### src/rtl/hbridge_seq_pkg.sv
// hbridge_pkg: shared state encoding and PWM divider helper for the H-bridge sequencer
package hbridge_pkg;

    typedef enum logic [2:0] {
        IDLE    = 3'd0,
        RUN     = 3'd1,
        DEAD    = 3'd2,
        FAULT   = 3'd3,
        LOCKOUT = 3'd4
    } state_t;

    // Prescaler length so that 256 PWM steps span one PWM period; never below one clock
    function automatic int tick_div(input int clk_hz, input int pwm_hz);
        int d;
        d = clk_hz / (pwm_hz * 256);
        return (d < 1) ? 1 : d;
    endfunction

endpackage

### src/rtl/hbridge_seq_if.sv
// hbridge_seq_if: command, current-sense and bridge-pin bundle around the H-bridge sequencer
interface hbridge_seq_if;
    import hbridge_pkg::*;

    logic       run;
    logic       dir;
    logic [7:0] duty;
    logic       oc_n;
    logic       clr_fault;
    logic [1:0] hb_en;
    logic [3:0] hb_in;
    logic       fault;
    logic       lockout;
    state_t     state;

    modport master (
        output run, dir, duty, oc_n, clr_fault,
        input  hb_en, hb_in, fault, lockout, state
    );

    modport slave (
        input  run, dir, duty, oc_n, clr_fault,
        output hb_en, hb_in, fault, lockout, state
    );

endinterface

### src/rtl/hbridge_seq_pwm_gen.sv
// pwm_gen: 256-step PWM with prescaler, period-boundary strobe and glitch-free duty/dir latch
module pwm_gen #(
    parameter int TICK_DIV = 1
) (
    input  logic       clk,
    input  logic       rst,
    input  logic       restart,
    input  logic [7:0] duty_in,
    input  logic       dir_in,
    output logic       boundary,
    output logic       pwm_nx,
    output logic       dir_nx,
    output logic       dir_l
);

    localparam int PW = (TICK_DIV > 1) ? $clog2(TICK_DIV) : 1;

    logic [PW-1:0] pre_q, pre_d;
    logic [7:0]    step_q, step_d;
    logic [7:0]    duty_q, duty_d;
    logic          dir_q, dir_d;
    logic          tick;

    // Boundary depends only on registers so the FSM can use it without a combinational loop
    assign tick     = pre_q == PW'(TICK_DIV - 1);
    assign boundary = tick && step_q == 8'hff;
    assign dir_l    = dir_q;
    assign dir_nx   = dir_d;

    // Advance counters; duty/dir only change at a period edge or on a restart; pwm_nx is next cycle's level
    always_comb begin
        pre_d  = (restart || tick) ? '0 : pre_q + 1'b1;
        step_d = restart ? 8'd0 : step_q + {7'd0, tick};
        duty_d = (restart || boundary) ? duty_in : duty_q;
        dir_d  = (restart || boundary) ? dir_in : dir_q;
        pwm_nx = step_d < duty_d;
    end

    // Counter and latch registers
    always_ff @(posedge clk or posedge rst) begin
        if (rst) begin
            pre_q  <= '0;
            step_q <= 8'd0;
            duty_q <= 8'd0;
            dir_q  <= 1'b0;
        end else begin
            pre_q  <= pre_d;
            step_q <= step_d;
            duty_q <= duty_d;
            dir_q  <= dir_d;
        end
    end

endmodule

### src/rtl/hbridge_seq.sv
// hbridge_seq: dual H-bridge sequencer with PWM, reversal dead-time and over-current retry/lockout
module hbridge_seq
    import hbridge_pkg::*;
#(
    parameter int CLK_HZ    = 100_000_000,
    parameter int PWM_HZ    = 1000,
    parameter int DEAD_CYC  = 1000,
    parameter int OC_FILT   = 16,
    parameter int COOL_CYC  = 10_000_000,
    parameter int MAX_RETRY = 3
) (
    input logic          clk,
    input logic          rst,
    hbridge_seq_if.slave bus
);

    localparam int TICK_DIV = tick_div(CLK_HZ, PWM_HZ);
    localparam int CNT_MAX  = (DEAD_CYC > COOL_CYC) ? DEAD_CYC : COOL_CYC;
    localparam int CW       = $clog2(CNT_MAX + 1);
    localparam int FW       = $clog2(OC_FILT + 1);
    localparam int RW       = $clog2(MAX_RETRY + 2);

    state_t        state_q, state_d;
    logic [CW-1:0] cnt_q, cnt_d;
    logic [FW-1:0] filt_q, filt_d;
    logic [RW-1:0] retry_q, retry_d;
    logic [7:0]    clean_q, clean_d;
    logic [1:0]    sync_q, sync_d;
    logic [1:0]    hb_en_q, hb_en_d;
    logic [3:0]    hb_in_q, hb_in_d;
    logic          fault_q, fault_d;
    logic          lockout_q, lockout_d;
    logic          oc_hit, restart, boundary, pwm_nx, dir_nx, dir_l, fault_entry;

    pwm_gen #(.TICK_DIV(TICK_DIV)) u_pwm (
        .clk      (clk),
        .rst      (rst),
        .restart  (restart),
        .duty_in  (bus.duty),
        .dir_in   (bus.dir),
        .boundary (boundary),
        .pwm_nx   (pwm_nx),
        .dir_nx   (dir_nx),
        .dir_l    (dir_l)
    );

    // Next state: over-current beats a stop request, which beats a direction change
    always_comb begin
        oc_hit  = filt_q == FW'(OC_FILT);
        state_d = state_q;
        restart = 1'b0;
        case (state_q)
            IDLE: begin
                if (bus.run) begin
                    state_d = RUN;
                    restart = 1'b1;
                end
            end
            RUN: begin
                if (oc_hit)
                    state_d = FAULT;
                else if (!bus.run)
                    state_d = IDLE;
                else if (boundary && bus.dir != dir_l)
                    state_d = DEAD;
            end
            DEAD: begin
                if (oc_hit)
                    state_d = FAULT;
                else if (!bus.run)
                    state_d = IDLE;
                else if (cnt_q == CW'(DEAD_CYC - 1)) begin
                    state_d = RUN;
                    restart = 1'b1;
                end
            end
            FAULT: begin
                if (retry_q > RW'(MAX_RETRY))
                    state_d = LOCKOUT;
                else if (cnt_q == CW'(COOL_CYC - 1))
                    state_d = IDLE;
            end
            LOCKOUT: begin
                if (bus.clr_fault && !bus.run)
                    state_d = IDLE;
            end
            default: state_d = IDLE;
        endcase
    end

    // Filter, timers, retry bookkeeping and next output values derived from the next state
    always_comb begin
        sync_d      = {sync_q[0], bus.oc_n};
        filt_d      = sync_q[1] ? '0 : oc_hit ? filt_q : filt_q + 1'b1;
        cnt_d       = (state_d != state_q || (state_q != DEAD && state_q != FAULT)) ? '0 : cnt_q + 1'b1;
        fault_entry = state_d == FAULT && state_q != FAULT;
        clean_d     = fault_entry ? 8'd0 : clean_q + {7'd0, state_q == RUN && boundary};
        retry_d     = fault_entry ? retry_q + 1'b1
                    : ((state_q == RUN && boundary && clean_q == 8'hff) ||
                       (state_q == LOCKOUT && state_d == IDLE)) ? '0 : retry_q;
        hb_en_d     = (state_d == RUN || state_d == DEAD) ? 2'b11 : 2'b00;
        hb_in_d     = (state_d != RUN) ? 4'b0000
                    : dir_nx ? {pwm_nx, 1'b0, pwm_nx, 1'b0} : {1'b0, pwm_nx, 1'b0, pwm_nx};
        fault_d     = state_d == FAULT || state_d == LOCKOUT;
        lockout_d   = state_d == LOCKOUT;
    end

    // State and output registers; reset drops every bridge pin at once
    always_ff @(posedge clk or posedge rst) begin
        if (rst) begin
            state_q   <= IDLE;
            cnt_q     <= '0;
            filt_q    <= '0;
            retry_q   <= '0;
            clean_q   <= 8'd0;
            sync_q    <= 2'b11;
            hb_en_q   <= 2'b00;
            hb_in_q   <= 4'b0000;
            fault_q   <= 1'b0;
            lockout_q <= 1'b0;
        end else begin
            state_q   <= state_d;
            cnt_q     <= cnt_d;
            filt_q    <= filt_d;
            retry_q   <= retry_d;
            clean_q   <= clean_d;
            sync_q    <= sync_d;
            hb_en_q   <= hb_en_d;
            hb_in_q   <= hb_in_d;
            fault_q   <= fault_d;
            lockout_q <= lockout_d;
        end
    end

    assign bus.hb_en   = hb_en_q;
    assign bus.hb_in   = hb_in_q;
    assign bus.fault   = fault_q;
    assign bus.lockout = lockout_q;
    assign bus.state   = state_q;

endmodule
### src/flat_wrapper.sv
// flat-port wrapper written by rule: the top's interface ports become plain ports
module hbridge_seq_flat import hbridge_pkg::*;
#(
    parameter int CLK_HZ    = 100_000_000,
    parameter int PWM_HZ    = 1000,
    parameter int DEAD_CYC  = 1000,
    parameter int OC_FILT   = 16,
    parameter int COOL_CYC  = 10_000_000,
    parameter int MAX_RETRY = 3
)
  (clk, rst, bus_run, bus_dir, bus_duty, bus_oc_n, bus_clr_fault, bus_hb_en, bus_hb_in, bus_fault, bus_lockout, bus_state);
  hbridge_seq_if bus_i ();
  input logic clk;
  input logic rst;
  input wire logic [$bits(bus_i.run)-1:0] bus_run;
  input wire logic [$bits(bus_i.dir)-1:0] bus_dir;
  input wire logic [$bits(bus_i.duty)-1:0] bus_duty;
  input wire logic [$bits(bus_i.oc_n)-1:0] bus_oc_n;
  input wire logic [$bits(bus_i.clr_fault)-1:0] bus_clr_fault;
  output wire logic [$bits(bus_i.hb_en)-1:0] bus_hb_en;
  output wire logic [$bits(bus_i.hb_in)-1:0] bus_hb_in;
  output wire logic [$bits(bus_i.fault)-1:0] bus_fault;
  output wire logic [$bits(bus_i.lockout)-1:0] bus_lockout;
  output wire logic [$bits(bus_i.state)-1:0] bus_state;
  assign bus_i.run = bus_run;
  assign bus_i.dir = bus_dir;
  assign bus_i.duty = bus_duty;
  assign bus_i.oc_n = bus_oc_n;
  assign bus_i.clr_fault = bus_clr_fault;
  assign bus_hb_en = bus_i.hb_en;
  assign bus_hb_in = bus_i.hb_in;
  assign bus_fault = bus_i.fault;
  assign bus_lockout = bus_i.lockout;
  assign bus_state = bus_i.state;
  hbridge_seq #(.CLK_HZ(CLK_HZ), .PWM_HZ(PWM_HZ), .DEAD_CYC(DEAD_CYC), .OC_FILT(OC_FILT), .COOL_CYC(COOL_CYC), .MAX_RETRY(MAX_RETRY)) u_core (.clk(clk), .rst(rst), .bus(bus_i));
endmodule
### config.mk
export PLATFORM = sky130hd
export DESIGN_NAME = hbridge_seq_flat
export DESIGN_NICKNAME = d
export VERILOG_FILES = /design/src/rtl/hbridge_seq_pkg.sv /design/src/rtl/hbridge_seq_if.sv /design/src/rtl/hbridge_seq_pwm_gen.sv /design/src/rtl/hbridge_seq.sv /design/src/flat_wrapper.sv
export SDC_FILE = /design/constraint.sdc
export NUM_CORES = 1
export LEC_CHECK = 0
export CORE_MARGIN = 3
export CORE_UTILIZATION = 59
export CTS_CLUSTER_DIAMETER = 40
export CTS_CLUSTER_SIZE = 24
export DETAILED_ROUTE_END_ITERATION = 10
export GPL_ROUTABILITY_DRIVEN = 1
export GPL_TIMING_DRIVEN = 0
export PLACE_DENSITY = 0.79
export SYNTH_ARGS = -nofsm -noshare
export SYNTH_HDL_FRONTEND = slang
export SYNTH_SLANG_ARGS = --single-unit
### constraint.sdc
create_clock -name clk -period 5.14 [get_ports clk]
set_input_delay 1.028 -clock clk [delete_from_list [all_inputs] [get_ports clk]]
set_output_delay 1.028 -clock clk [all_outputs]
set_load 0.01 [all_outputs]
==> results list <==
- Number of clock buffers inserted by TritonCTS: 9
- Routed wire length per instance: 14.5 µm
* Share of the core filled with cells: 70.3%
- The run finished with clean final reports.
* Type of origin of the critical path: register
- Summing the sequential cell areas from Yosys gives 48.7% of the chip area.
- Startpoint of the worst register-to-register path: u_core.cnt_q[0]
- Start point of the critical path: u_core.cnt_q[0]
- The clock network is responsible for 37.5% of the overall power.
* Final design instance area without fill: 4490 µm²
- In this run the register-to-register setup slack is 1.0 ns.
* Crit path to: u_core.bus.hb_in[1]
* WHS: 0.358 ns
* Final estimated routing congestion in global placement: 0.905
- Total power divided by cell area: 293 nW/µm²
- Cells along the critical path: ha_1 -> or4b_1 -> or4_4 -> o31a_1 -> nor2_8 -> nor2_4 -> mux2i_1 -> ha_1 -> a21o_1 -> a21o_1 -> a2111oi_0 -> nand2_1 -> nor3b_1
- Cells with a size suffix above 1 make up 8.14% of the layout.
* Antenna violations before repair: 0
- WP data arrival: 4.41 ns
- Post-layout min period: 4.14 ns
- The critical path in this run is classified as reg2reg.
* Register share of total power: 50.1%
- STA classifies the critical path endpoint as a register.
- Row generation in the floorplan step produced 29 rows.
* Simple-gate portion of the synthesized area: 25.6%
- Clock latency on the worst-skew pair, taken at its later pin, is 0.35 ns.
* Adder-cell share of the synthesized area: 5.76%
* Number of H-tree levels: 3
- Post-synthesis share of cell area spent on xor and xnor gates: 9.64%
- FF-to-FF path depth: 13
- Gate family responsible for the most delay along the worst path: simple AND/OR/NAND/NOR gates
* Maximum buffer depth of the clock tree: 2
- Width of the chip: 87.4 µm
* Total routing usage reported by global routing: 21.4%
- Post-synth design cell area: 3910 µm²
- The filler cells instantiated in the layout total 482.
- DRT Wirelength: 7370 µm
* Largest vdd supply drop: 0.000209 V
- CTS tree: built
* Critical path's largest stage delay: 0.55 ns
* Maximum number of pins on one net before global-route repair: 53
- At the end of the flow, the number of nets in the layout was 457.
* Clock sink total: 76
- Area of the multi-input gates: 1880 µm²
- Share of flip-flops with an asynchronous set or reset after synthesis: 100%
* Number of detailed-route iterations in the first pass: 4
- Total of flip-flops plus latches after synthesis: 76
* Cell area after placement: 4270 µm²
* Die Y: 87.4 µm
- Vias after detailed routing: 2846
* Slowest library cell on the worst path: sky130_fd_sc_hd__or4_4
* Comb power frac: 12.4%
- Destination of the worst register-to-register timing path: u_core.bus.hb_in[1]
* Post-placement worst setup slack: 0.879 ns
- Syn_nets: 421
- Count of input and output buffers: 24
- DRT antenna net count: 0
- Commonest non-fill, non-tap cell in the layout: sky130_fd_sc_hd__dfrtp_1
- Total I/O pin count: 25
* Switching power summed over all nets: 0.000322 W
- Tightest slew margin relative to the limit: 44.7%
* Clock slew at reported path FFs: 0.07 ns
* Worst hold-check path type: reg2reg
* Complex-gate fraction of the synthesized area: 4.77%
* Maximum clock frequency: 241 MHz
- EDFF count, synth: 0
- After clock tree synthesis, the repair step resized 0 gates.
- Setup fix buffers added after clock tree synthesis: 0
- The internal power of the cells totals 0.000996 W.
* Switching fraction of total power: 24.4%
- Gate Count Post-Synth: 389
* Multiplexer share of the synthesized area: 2.43%
- Total count of max-transition violations in the final report: 0
- The via count of the first global-routing pass came to 2790.
- Final-report setup violation count: 0
- Leaving out fill and tap cells, the most frequent cells in the layout are sky130_fd_sc_hd__dfrtp_1 (74), sky130_fd_sc_hd__nor2_1 (60), sky130_fd_sc_hd__xor2_1 (33).
- Dividing the detail-routed via count by the number of cells gives 5.61.
- The analysis attributes to cell leakage a power of 2.05 nW.
- Number of synthesis warnings: 0
- Data required, critical path: 5.40 ns
* Worst Path Buf+Inv: 0
- Post-synthesis to final-layout area growth: 14.9%
* Count of hold-fix buffers inserted at cts: 0
- HPWL after detailed placement: 5290 µm
* Combinational family with the most area after synthesis: simple AND/OR/NAND/NOR gates
- The count of endpoints failing hold in the final timing report came to 0.
* Syn Area/Cell: 10.0 µm²
- The clock arrives with 0.00818 ns of skew.
* Root buffer cell: sky130_fd_sc_hd__clkbuf_8
- For this run, the leading register cell type out of synthesis is sky130_fd_sc_hd__dfrtp_1.
* RSZ-0062 raised after global routing: no
- Overflow left after global routing: 0
- In this run the standard cell core region covers 6390 µm².
- Number of design-rule violations left by the first detailed-router iteration: 175
- The floorplan step defined a die boundary enclosing 7640 µm².
- Cell variety after synth: 51
- For this configuration, the core starts out at a cell density of 61.2%.
* Final worst-path cycle share: 80.6%
* Max-cap violation count: 0
- For this run, design rule violations remaining after detail routing come to 0.
* Worst Tran Pin Value: 0.822 ns
- The first global-routing pass estimated 12700 µm of wire.
- Instance count on the critical path: 13
- The worst path meets setup with 0.995 ns of slack.
- Sequential cell area in the final layout: 1900 µm²
- After routing, the total negative slack on setup checks comes to 0 ns.
- Worst Path Max Fanout: 9
- ANT cells: 0
layer usage:
layer / vias up / track usage [%] / share of wire (%)
met1: 1377 / 29.0 / 46
met3: 8 / 4.92 / 3.9
li1: 1411 / - / -
met4: 0 / 7.95 / 1.5
met5: - / 0 / 0
met2: 50 / 33.4 / 48
cells in the mapped netlist, drive strengths merged (3+ instances only):
cell,count,share of area (%)
dfrtp,74,47
nor2,62,6.6
xor2,33,7.4
nand3,29,3.7
nand2,27,2.6
ha,18,5.8
inv,15,1.4
nand4,11,1.8
xnor2,10,2.2
o21ai,9,1.2
a21oi,8,1.0
and3,8,1.3
mux2i,8,2.0
nor3,8,1.2
clkbuf,7,0.67
or3,7,1.1
and4,6,1.3
buf,6,0.93
nand2b,5,0.80
nor4,3,0.64
or3b,3,0.67
power by group through the flow:
stage	clock (W)	combinational, W	sequential (W)
finish	0.000495	0.000163	0.000660
detailed placement	0	0.000164	0.000671
global placement	0	0.000155	0.000669
global route	0.000534	0.000183	0.000665
floorplan	0	0.000105	0.000667
CTS	0.000506	0.000165	0.000660
layout make-up:
type,count,area share (%)
inverters,15,1.31
multi-input cells,285,42.0
flip-flops and latches,76,42.4
plain buffers,13,1.39
clock inverters,5,1.67
clock buffers,11,3.15
repair buffers,25,5.96
well taps,77,2.15
how the worst min path moves through the flow:
stage	endpoint	startpoint	cells past startpoint	slack [ns]
CTS	u_core.sync_q[1]	u_core.sync_q[0]	0	0.36
finish	u_core.sync_q[1]	u_core.sync_q[0]	0	0.36
detailed placement	u_core.sync_q[1]	u_core.sync_q[0]	0	0.35
floorplan	u_core.sync_q[1]	u_core.sync_q[0]	0	0.35
global placement	u_core.sync_q[1]	u_core.sync_q[0]	0	0.35
global route	u_core.sync_q[1]	u_core.sync_q[0]	0	0.36
cells by family (layout without fill, tap and decap cells):
kind of cell | after synthesis | count (layout)
adders and majority gates | 18 | 18
and+or+nand+nor | 187 | 187
buffers and inverters | 28 | 69
AOI/OAI and AO/OA | 28 | 28
DFF | 76 | 76
xor gates and xnor gates | 43 | 43
muxes | 9 | 9
stage by stage:
stage | power, W | std cells
after detailed placement | 0.000835 | 491
after CTS | 0.00133 | 507
after global placement | 0.000824 | 490
after floorplan | 0.000772 | 389
after global routing | 0.00138 | 507
final | 0.00132 | 507
flip-flops by register name (all words and copies together) (netlist names):
| signal | cells |
|---|---|
| u_core.bus.fault | 1 |
| u_core.bus.hb_en | 1 |
| u_core.bus.hb_in | 2 |
| u_core.bus.lockout | 1 |
| u_core.bus.state | 3 |
| u_core.clean_q | 8 |
| u_core.cnt_q | 24 |
| u_core.filt_q | 5 |
| u_core.retry_q | 3 |
| u_core.sync_q | 2 |
| u_core.u_pwm.dir_l | 1 |
| u_core.u_pwm.duty_q | 8 |
| u_core.u_pwm.pre_q | 9 |
| u_core.u_pwm.step_q | 8 |
Note: power is estimated with default switching activity, not from simulation.
